### src/rtl/alarm_bank.sv
// -----------------------------------------------------------------------------
// alarm_bank
//   Multi-channel hh:mm alarm bank. Each of NUM_ALARMS channels holds a BCD
//   alarm time and an armed flag. Once per second every channel compares its
//   time with the running clock and, on a match, runs its own
//   IDLE / RINGING / SNOOZED state machine. Ringing times out after
//   RING_SECONDS ticks. A snooze returns to ringing after SNOOZE_SECONDS ticks.
//   Once MAX_SNOOZE snoozes have been used for a trigger, the next snooze
//   behaves as a dismiss.
//
// Optional build macro:
//   WEEKDAY_MASK_EN - adds a per-channel 7-bit weekday mask. When the macro is
//                     undefined, alarms match on every day.
//
// Ports:
//   clk          system clock
//   rst          synchronous active-high reset
//   tick_1hz     one-clk strobe, once per second
//   now_time     current time, BCD hh_mm_ss
//   set_en       programming strobe for channel set_idx
//   set_idx      channel to program; indices >= NUM_ALARMS are ignored
//   set_time     alarm time, BCD hh_mm
//   set_arm      armed flag, written together with set_time
//   weekday      (WEEKDAY_MASK_EN) current day 0..6; the value 7 never matches
//   set_daymask  (WEEKDAY_MASK_EN) day mask, written together with set_time
//   dismiss      pulse: stop every ringing or snoozed channel
//   snooze       pulse: snooze every ringing channel
//   ring         OR of ring_vec
//   ring_vec     per-channel ringing flag
//   armed_vec    per-channel armed flag
//   snoozed_vec  per-channel snoozed flag
//   active_idx   lowest ringing channel index, 0 when nothing rings
// -----------------------------------------------------------------------------
module alarm_bank #(
  parameter int NUM_ALARMS     = 4,
  parameter int RING_SECONDS   = 60,
  parameter int SNOOZE_SECONDS = 300,
  parameter int MAX_SNOOZE     = 3
) (
  input  logic                  clk,
  input  logic                  rst,
  input  logic                  tick_1hz,
  input  logic [23:0]           now_time,
  input  logic                  set_en,
  input  logic [2:0]            set_idx,
  input  logic [15:0]           set_time,
  input  logic                  set_arm,
`ifdef WEEKDAY_MASK_EN
  input  logic [2:0]            weekday,
  input  logic [6:0]            set_daymask,
`endif
  input  logic                  dismiss,
  input  logic                  snooze,
  output logic                  ring,
  output logic [NUM_ALARMS-1:0] ring_vec,
  output logic [NUM_ALARMS-1:0] armed_vec,
  output logic [NUM_ALARMS-1:0] snoozed_vec,
  output logic [2:0]            active_idx
);

  // A parameter value of 1 would give a zero-width counter, so each width is
  // held at a minimum of one bit.
  localparam int RCW = (RING_SECONDS > 1)   ? $clog2(RING_SECONDS)   : 1;
  localparam int SCW = (SNOOZE_SECONDS > 1) ? $clog2(SNOOZE_SECONDS) : 1;
  localparam int SNW = (MAX_SNOOZE > 0)     ? $clog2(MAX_SNOOZE + 1) : 1;

  localparam logic [RCW-1:0] RING_LAST   = RCW'(RING_SECONDS - 1);
  localparam logic [SCW-1:0] SNOOZE_LAST = SCW'(SNOOZE_SECONDS - 1);
  localparam logic [SNW-1:0] SNOOZE_MAX  = SNW'(MAX_SNOOZE);

  typedef enum logic [1:0] {
    IDLE    = 2'd0,
    RINGING = 2'd1,
    SNOOZED = 2'd2
  } chan_state_e;

  chan_state_e           state_q    [NUM_ALARMS];
  chan_state_e           state_d    [NUM_ALARMS];
  logic [15:0]           alarm_q    [NUM_ALARMS];
  logic [15:0]           alarm_d    [NUM_ALARMS];
  logic [RCW-1:0]        ring_cnt_q [NUM_ALARMS];
  logic [RCW-1:0]        ring_cnt_d [NUM_ALARMS];
  logic [SCW-1:0]        snz_cnt_q  [NUM_ALARMS];
  logic [SCW-1:0]        snz_cnt_d  [NUM_ALARMS];
  logic [SNW-1:0]        snz_num_q  [NUM_ALARMS];
  logic [SNW-1:0]        snz_num_d  [NUM_ALARMS];
  logic [NUM_ALARMS-1:0] armed_q;
  logic [NUM_ALARMS-1:0] armed_d;
  logic [NUM_ALARMS-1:0] set_hit;
  logic [NUM_ALARMS-1:0] match;
`ifdef WEEKDAY_MASK_EN
  logic [6:0]            mask_q     [NUM_ALARMS];
  logic [6:0]            mask_d     [NUM_ALARMS];
  logic [7:0]            day_bits;
`endif

  // Per-channel programming select and time match. Comparing set_idx against
  // each existing channel index is enough to ignore out-of-range indices.
  // The weekday mask is padded with a zero at bit 7, so weekday 7 never
  // matches.
  always_comb begin
    set_hit = '0;
    match   = '0;
`ifdef WEEKDAY_MASK_EN
    day_bits = 8'h00;
`endif
    for (int i = 0; i < NUM_ALARMS; i++) begin
      set_hit[i] = set_en && (set_idx == 3'(i));
      match[i]   = tick_1hz && armed_q[i] &&
                   (now_time[23:8] == alarm_q[i]) && (now_time[7:0] == 8'h00);
`ifdef WEEKDAY_MASK_EN
      day_bits = {1'b0, mask_q[i]};
      match[i] = match[i] && day_bits[weekday];
`endif
    end
  end

  // State register for every channel. Reset clears the times, the flags and
  // the counters, and returns all channels to IDLE.
  always_ff @(posedge clk) begin
    if (rst) begin
      armed_q <= '0;
      for (int i = 0; i < NUM_ALARMS; i++) begin
        state_q[i]    <= IDLE;
        alarm_q[i]    <= 16'h0000;
        ring_cnt_q[i] <= '0;
        snz_cnt_q[i]  <= '0;
        snz_num_q[i]  <= '0;
`ifdef WEEKDAY_MASK_EN
        mask_q[i]     <= 7'h7F;
`endif
      end
    end else begin
      armed_q <= armed_d;
      for (int i = 0; i < NUM_ALARMS; i++) begin
        state_q[i]    <= state_d[i];
        alarm_q[i]    <= alarm_d[i];
        ring_cnt_q[i] <= ring_cnt_d[i];
        snz_cnt_q[i]  <= snz_cnt_d[i];
        snz_num_q[i]  <= snz_num_d[i];
`ifdef WEEKDAY_MASK_EN
        mask_q[i]     <= mask_d[i];
`endif
      end
    end
  end

  // Next-state logic for each channel. Programming the channel wins over
  // everything else, then dismiss, then snooze, then tick-driven
  // timeout/expiry, and finally a new match from IDLE. A match while the
  // channel is RINGING or SNOOZED is ignored, so there is no retrigger.
  // Counters stop at their last value and never wrap.
  always_comb begin
    armed_d = armed_q;
    for (int i = 0; i < NUM_ALARMS; i++) begin
      state_d[i]    = state_q[i];
      alarm_d[i]    = alarm_q[i];
      ring_cnt_d[i] = ring_cnt_q[i];
      snz_cnt_d[i]  = snz_cnt_q[i];
      snz_num_d[i]  = snz_num_q[i];
`ifdef WEEKDAY_MASK_EN
      mask_d[i]     = mask_q[i];
`endif
      if (set_hit[i]) begin
        alarm_d[i]    = set_time;
        armed_d[i]    = set_arm;
        state_d[i]    = IDLE;
        ring_cnt_d[i] = '0;
        snz_cnt_d[i]  = '0;
        snz_num_d[i]  = '0;
`ifdef WEEKDAY_MASK_EN
        mask_d[i]     = set_daymask;
`endif
      end else begin
        case (state_q[i])
          IDLE: begin
            if (match[i]) begin
              state_d[i]    = RINGING;
              ring_cnt_d[i] = '0;
              snz_num_d[i]  = '0;
            end
          end
          RINGING: begin
            if (dismiss) begin
              state_d[i] = IDLE;
            end else if (snooze) begin
              if (snz_num_q[i] < SNOOZE_MAX) begin
                state_d[i]   = SNOOZED;
                snz_cnt_d[i] = '0;
                snz_num_d[i] = snz_num_q[i] + SNW'(1);
              end else begin
                state_d[i] = IDLE;
              end
            end else if (tick_1hz) begin
              if (ring_cnt_q[i] == RING_LAST) begin
                state_d[i] = IDLE;
              end else begin
                ring_cnt_d[i] = ring_cnt_q[i] + RCW'(1);
              end
            end
          end
          SNOOZED: begin
            if (dismiss) begin
              state_d[i] = IDLE;
            end else if (tick_1hz) begin
              if (snz_cnt_q[i] == SNOOZE_LAST) begin
                state_d[i]    = RINGING;
                ring_cnt_d[i] = '0;
              end else begin
                snz_cnt_d[i] = snz_cnt_q[i] + SCW'(1);
              end
            end
          end
          default: begin
            state_d[i] = IDLE;
          end
        endcase
      end
    end
  end

  // Outputs are decoded straight from the state registers. active_idx is
  // found by scanning from the highest index down, so the lowest ringing
  // channel is the one left in active_idx.
  always_comb begin
    ring_vec    = '0;
    snoozed_vec = '0;
    active_idx  = 3'd0;
    for (int i = 0; i < NUM_ALARMS; i++) begin
      ring_vec[i]    = (state_q[i] == RINGING);
      snoozed_vec[i] = (state_q[i] == SNOOZED);
    end
    for (int i = NUM_ALARMS - 1; i >= 0; i--) begin
      if (ring_vec[i]) begin
        active_idx = 3'(i);
      end
    end
    ring      = |ring_vec;
    armed_vec = armed_q;
  end

endmodule
### config.mk
export PLATFORM = sky130hd
export DESIGN_NAME = alarm_bank
export DESIGN_NICKNAME = d
export VERILOG_FILES = /design/src/rtl/alarm_bank.sv
export SDC_FILE = /design/constraint.sdc
export NUM_CORES = 1
export LEC_CHECK = 0
export ABC_CLOCK_PERIOD_IN_PS = 2350
export BUFFER_PORTS_ARGS = -buffer_cell sky130_fd_sc_hd__buf_4
export CORE_MARGIN = 5
export CORE_UTILIZATION = 55
export CTS_CLUSTER_DIAMETER = 30
export DETAILED_ROUTE_END_ITERATION = 16
export PLACE_DENSITY = 0.78
export SKIP_CTS_REPAIR_TIMING = 1
export SLEW_MARGIN = 20
export SYNTH_ARGS = -nofsm -noshare
export SYNTH_HDL_FRONTEND = slang
export SYNTH_SLANG_ARGS = --single-unit
### constraint.sdc
create_clock -name clk -period 2.35 [get_ports clk]
set_clock_uncertainty 0.1 [all_clocks]
set_input_delay 0.47 -clock clk [delete_from_list [all_inputs] [get_ports clk]]
set_output_delay 0.47 -clock clk [all_outputs]
set_load 0.02 [all_outputs]
-- Yosys cells after proc, flatten, opt, wreduce, memory -nomap -nowiden
Memory sizes are Yosys's and may differ from the RTL's.
Index checks and enable logic that the tools add are counted.
W data, S select, Z words.
- reduce and logical (&&, ||, !) cells: 23
- multiplexer cells: 171
- equality and inequality tests: 23
- bitwise gates (word level): 20
- order comparisons: 4
- add/subtract/negate cells: 12
- operators by type and width (kind ; number):
    $mux W9 ; 32
    $mux W6 ; 40
    $mux W2 ; 69
    $mux W16 ; 8
    $pmux W6 S3 ; 4
    $pmux W9 S2 ; 4
    $eq A16 B16 Y1 ; 4
    $add A9 B1 Y9 const B ; 4
    $eq A9 B9 Y1 const B ; 4
    $add A6 B1 Y6 const B ; 4
    $eq A6 B6 Y1 const B ; 4
    $pmux W2 S3 ; 4
    $or A1 B1 Y1 ; 20
    $logic_and A1 B1 Y1 ; 16
    $pmux W2 S2 ; 4
    $mux W3 ; 3
    $add A2 B1 Y2 const B ; 4
    $eq A2 B1 Y1 const B ; 4
    $eq A2 B2 Y1 const B ; 4
    $logic_not A2 Y1 ; 4
    $logic_not A8 Y1 ; 1
    $lt A2 B2 Y1 const B ; 4
    $eq A3 B2 Y1 const B ; 2
    $reduce_or A4 Y1 ; 1
    3 further kinds ; 5
- register bits: 4
- output and inout port bits: 16
- memories: 5
- logic and storage cells: 262
- RAM bits: 140
- memories (name ; words ; width ; read ports ; clocked after Yosys merged registers in ; wr ports ; RTL line ; source):
    alarm_q ; 4 ; 16 ; 4 ; 0 ; 4 ; 79 ; logic [15:0] alarm_q [NUM_ALARMS];
    snz_cnt_q ; 4 ; 9 ; 4 ; 0 ; 4 ; 83 ; logic [SCW-1:0] snz_cnt_q [NUM_ALARMS];
    ring_cnt_q ; 4 ; 6 ; 4 ; 0 ; 4 ; 81 ; logic [RCW-1:0] ring_cnt_q [NUM_ALARMS];
    snz_num_q ; 4 ; 2 ; 4 ; 0 ; 4 ; 85 ; logic [SNW-1:0] snz_num_q [NUM_ALARMS];
    state_q ; 4 ; 2 ; 4 ; 0 ; 4 ; 77 ; chan_state_e state_q [NUM_ALARMS];

-- Depth between registers and ports, before layout
- word-level depth: 8
- depth in mapped cells: 8
- gate-level depth less buffers: 7

-- Least setup slack after synthesis
Ideal clock, no wire load.
- path kind: register -> output
- start point: mem state_q[0][1] in the netlist's numbering
- end point: out active_idx[1]
- path buffers: 0
- slack: 0.300 ns
- data arrival time: 1.480 ns
- cell stages (with the launch flop): 4
- data required time: 1.780 ns
- cells stage by stage: dfxtp_1 nand2b_1 clkinv_1 nor3_1
- RTL lines (item ; RTL line ; source):
    from (decl) ; 77 ;
    to (decl) ; 58 ; output logic [2:0] active_idx

==> impl_metrics.json <==
{
  "portBuffers": 64,
  "synth_seq_cells": 144,
  "die_w_um": 124,
  "initialDrtViolationCount": 564,
  "io_pins": 66,
  "slew_viol_final": 0,
  "syn_area_mm2": 0.00716,
  "drv_cap": 0,
  "grt_use_total": 0.246,
  "cp.required_ps": 1780,
  "drt_pre_antenna_iters": 5,
  "synthDominantCellAreaShare": 0.403,
  "wirelength_mm": 18.4,
  "vias_per_cell": 5.69,
  "remaining_drc_errors": 0,
  "rsz0062_at_grt": "no",
  "grt_pass1_vias": 6116,
  "total_power_w": 0.00553,
  "syn_inst": 910,
  "ir_worst_vdd_mv": 0.548,
  "ys_warn_count": 0,
  "cp.arrival_ps": 1660,
  "synth-seq-area-share": 0.403,
  "yosysTopAreaCell": "dfxtp_1",
  "die-height_um": 124,
  "max_slew_margin": 0.658,
  "synthAdderAreaFrac": 0.0210,
  "antenna_found_initial": 0,
  "yosysUniqueCellTypes": 67,
  "path_class": "reg -> out",
  "grt_max_degree": 45,
  "root_buffer": "clkbuf_16",
  "core_mm2": 0.0127,
  "clockBufferDepth": 2,
  "synth-xor-area-share": 0.113,
  "max_freq_ghz": 0.448,
  "crit_path_start_kind": "flip-flop",
  "gp_congestion": 0.876,
  "tightest_slew_ps": 510,
  "grt-ovfl-total": 0,
  "synth_compound_area_frac": 0.148,
  "drive_gt1_frac": 0.155,
  "cts_tree": "done",
  "dr_total_vias": 6642,
  "cts_sinks": 144,
  "setup_ws_ps": 115,
  "floorplan.die_area_mm2": 0.0154,
  "synth.avg_cell_area_um2": 7.87,
  "hold_viol": 0,
  "ys_async_sr_fraction": 0,
  "yosys.area_share.simple": 0.280,
  "slowest_stage": "dfxtp_1",
  "areaGrowthSynthToFinish_pct": 19.5,
  "setup_viol": 0,
  "cts.reportedPaths.clkPinSlew_ps": 60,
  "crit_chain": "nand2b_1, inv_2, nor2_1, nand3_1, buf_4",
  "path_max_fanout": 8,
  "num_rows": 41,
  "cp-end-kind": "output port",
  "synth_nets": 972,
  "synthTopCellsByArea": "dfxtp_1 40%, nand2_1 10%, xnor2_1 8.1%",
  "slowest_delay_ps": 430,
  "dp_hpwl_mm": 12.9,
  "nets": 1045,
  "fin_crit_ps": 2230,
  "tns_ps": 0,
  "grt_pass1_wl_mm": 29.6,
  "status": "finished, final reports clean",
  "holdWs_ps": 173,
  "synth_edf_count": 0,
  "synth_top_family_by_area": "simple AND/OR/NAND/NOR gates",
  "p_per_area_mw_per_mm2": 646,
  "n_antenna_cell": 0,
  "initial_core_util": 0.565,
  "synthFlopType": "dfxtp_1",
  "clock_latency_ps": 430,
  "htree_num_levels": 4,
  "hold_path_class": "in -> reg",
  "dp_slack_ps": -65.0,
  "p_leak_nw": 3.06,
  "ant_nets": 0,
  "wl_per_cell_um": 15.8,
  "period_share": 0.951,
  "synthMuxAreaShare": 0.00280,
  "cts_inserted_buffers": 17
}
[synthesized netlist by cell type, types with 3 or more instances]
master	count
nand2_1	198
dfxtp_1	144
a21oi_1	102
nor2_1	72
xnor2_1	66
clkbuf_1	40
nand3_1	32
xor2_1	26
o21ai_0	25
nand4_1	24
nand2b_1	15
nor3_1	14
inv_1	13
ha_1	12
a31oi_1	11
or3_1	10
nor4_1	8
and3_1	6
nor2b_1	6
o21a_1	5
o21ai_1	5
a211oi_1	4
and2_1	4
a311oi_1	3
buf_2	3
nor3_2	3
nor4b_1	3
nor4bb_1	3
or2_2	3
[through the flow]
stage,utilization,cell area (µm²),cells
floorplan,-,7160,910
global placement,0.627,7940,1134
detailed placement,0.627,7940,1134
CTS,0.673,8530,1165
global route,0.675,8550,1167
finish,0.675,8550,1167
[power breakdown]
part | switching [W] | total [W] | internal, W
clock network | 0.00106 | 0.00267 | 0.00162
logic | 0.000217 | 0.000370 | 0.000152
registers | 0.0000168 | 0.00248 | 0.00247
[final timing paths]
path,end,cells past startpoint,start,slack [ps]
setup / recovery,ring,5,state_q[2][1]$_SDFFE_PP0P_,120
hold reg to reg,alarm_q[0][0]$_SDFFE_PP0P_,2,alarm_q[0][0]$_SDFFE_PP0P_,370
setup reg to reg,ring_cnt_q[0][2]$_SDFFE_PP0P_,7,snz_cnt_q[0][1]$_SDFFE_PP0P_,210
hold / removal,alarm_q[0][0]$_SDFFE_PP0P_,2,rst,170
[critical path, delay by kind of cell (launching register included)]
| kind | cells | cell delay (ps) |
|---|---|---|
| AND/OR/NAND/NOR | 3 | 530 |
| buffers and inverters | 2 | 280 |
| flip-flops | 1 | 430 |
[registers in the layout (all words and copies together), names as in the netlist]
name        cells
alarm_q        64
state_q         8
snz_cnt_q      36
ring_cnt_q     24
snz_num_q       8
armed_vec       4
[layout by cell type (no fill, tap or decap), drive strengths merged, types with 3 or more instances in the layout]
| cell | n |
|---|---|
| nand2b | 15 |
| a31oi | 11 |
| or3 | 10 |
| xnor2 | 66 |
| a21oi | 102 |
| nand4 | 24 |
| xor2 | 26 |
| or2 | 3 |
| nor4 | 10 |
| nand3 | 32 |
| and4bb | 3 |
| clkbuf | 19 |
| ha | 12 |
| and2 | 5 |
| o211ai | 3 |
| clkinv | 7 |
| dfxtp | 144 |
| o21a | 5 |
| and3 | 6 |
| a311oi | 3 |
| nor2 | 73 |
| nor4bb | 3 |
| a211oi | 5 |
| buf | 99 |
| nand2 | 198 |
| nor4b | 3 |
| nor2b | 6 |
| o21ai | 30 |
| inv | 16 |
| nor3 | 18 |
[cells by family after synthesis]
logic type | Yosys count
fa+ha+maj | 12
flops | 144
mux | 2
other cells | 1
xor+xnor | 92
compound gates | 178
simple gates | 421
buf+inv | 60
[area by class of cell]
class | instances | area, µm²
clock buffers | 19 | 453
clock inverters | 12 | 135
fillers | 1080 | 4120
inverters | 15 | 60.1
multi-input cells | 706 | 4070
flip-flops and latches | 144 | 2880
well taps | 172 | 215
repair buffers | 99 | 743
[routing by layer]
layer	vias to the layer above	GRT usage	share of wire
li1	3268	-	-
met1	3100	0.315	0.43
met2	235	0.396	0.47
met3	39	0.0550	0.065
met4	0	0.114	0.031
met5	-	0	0
Power figures use the tool's default switching activity.
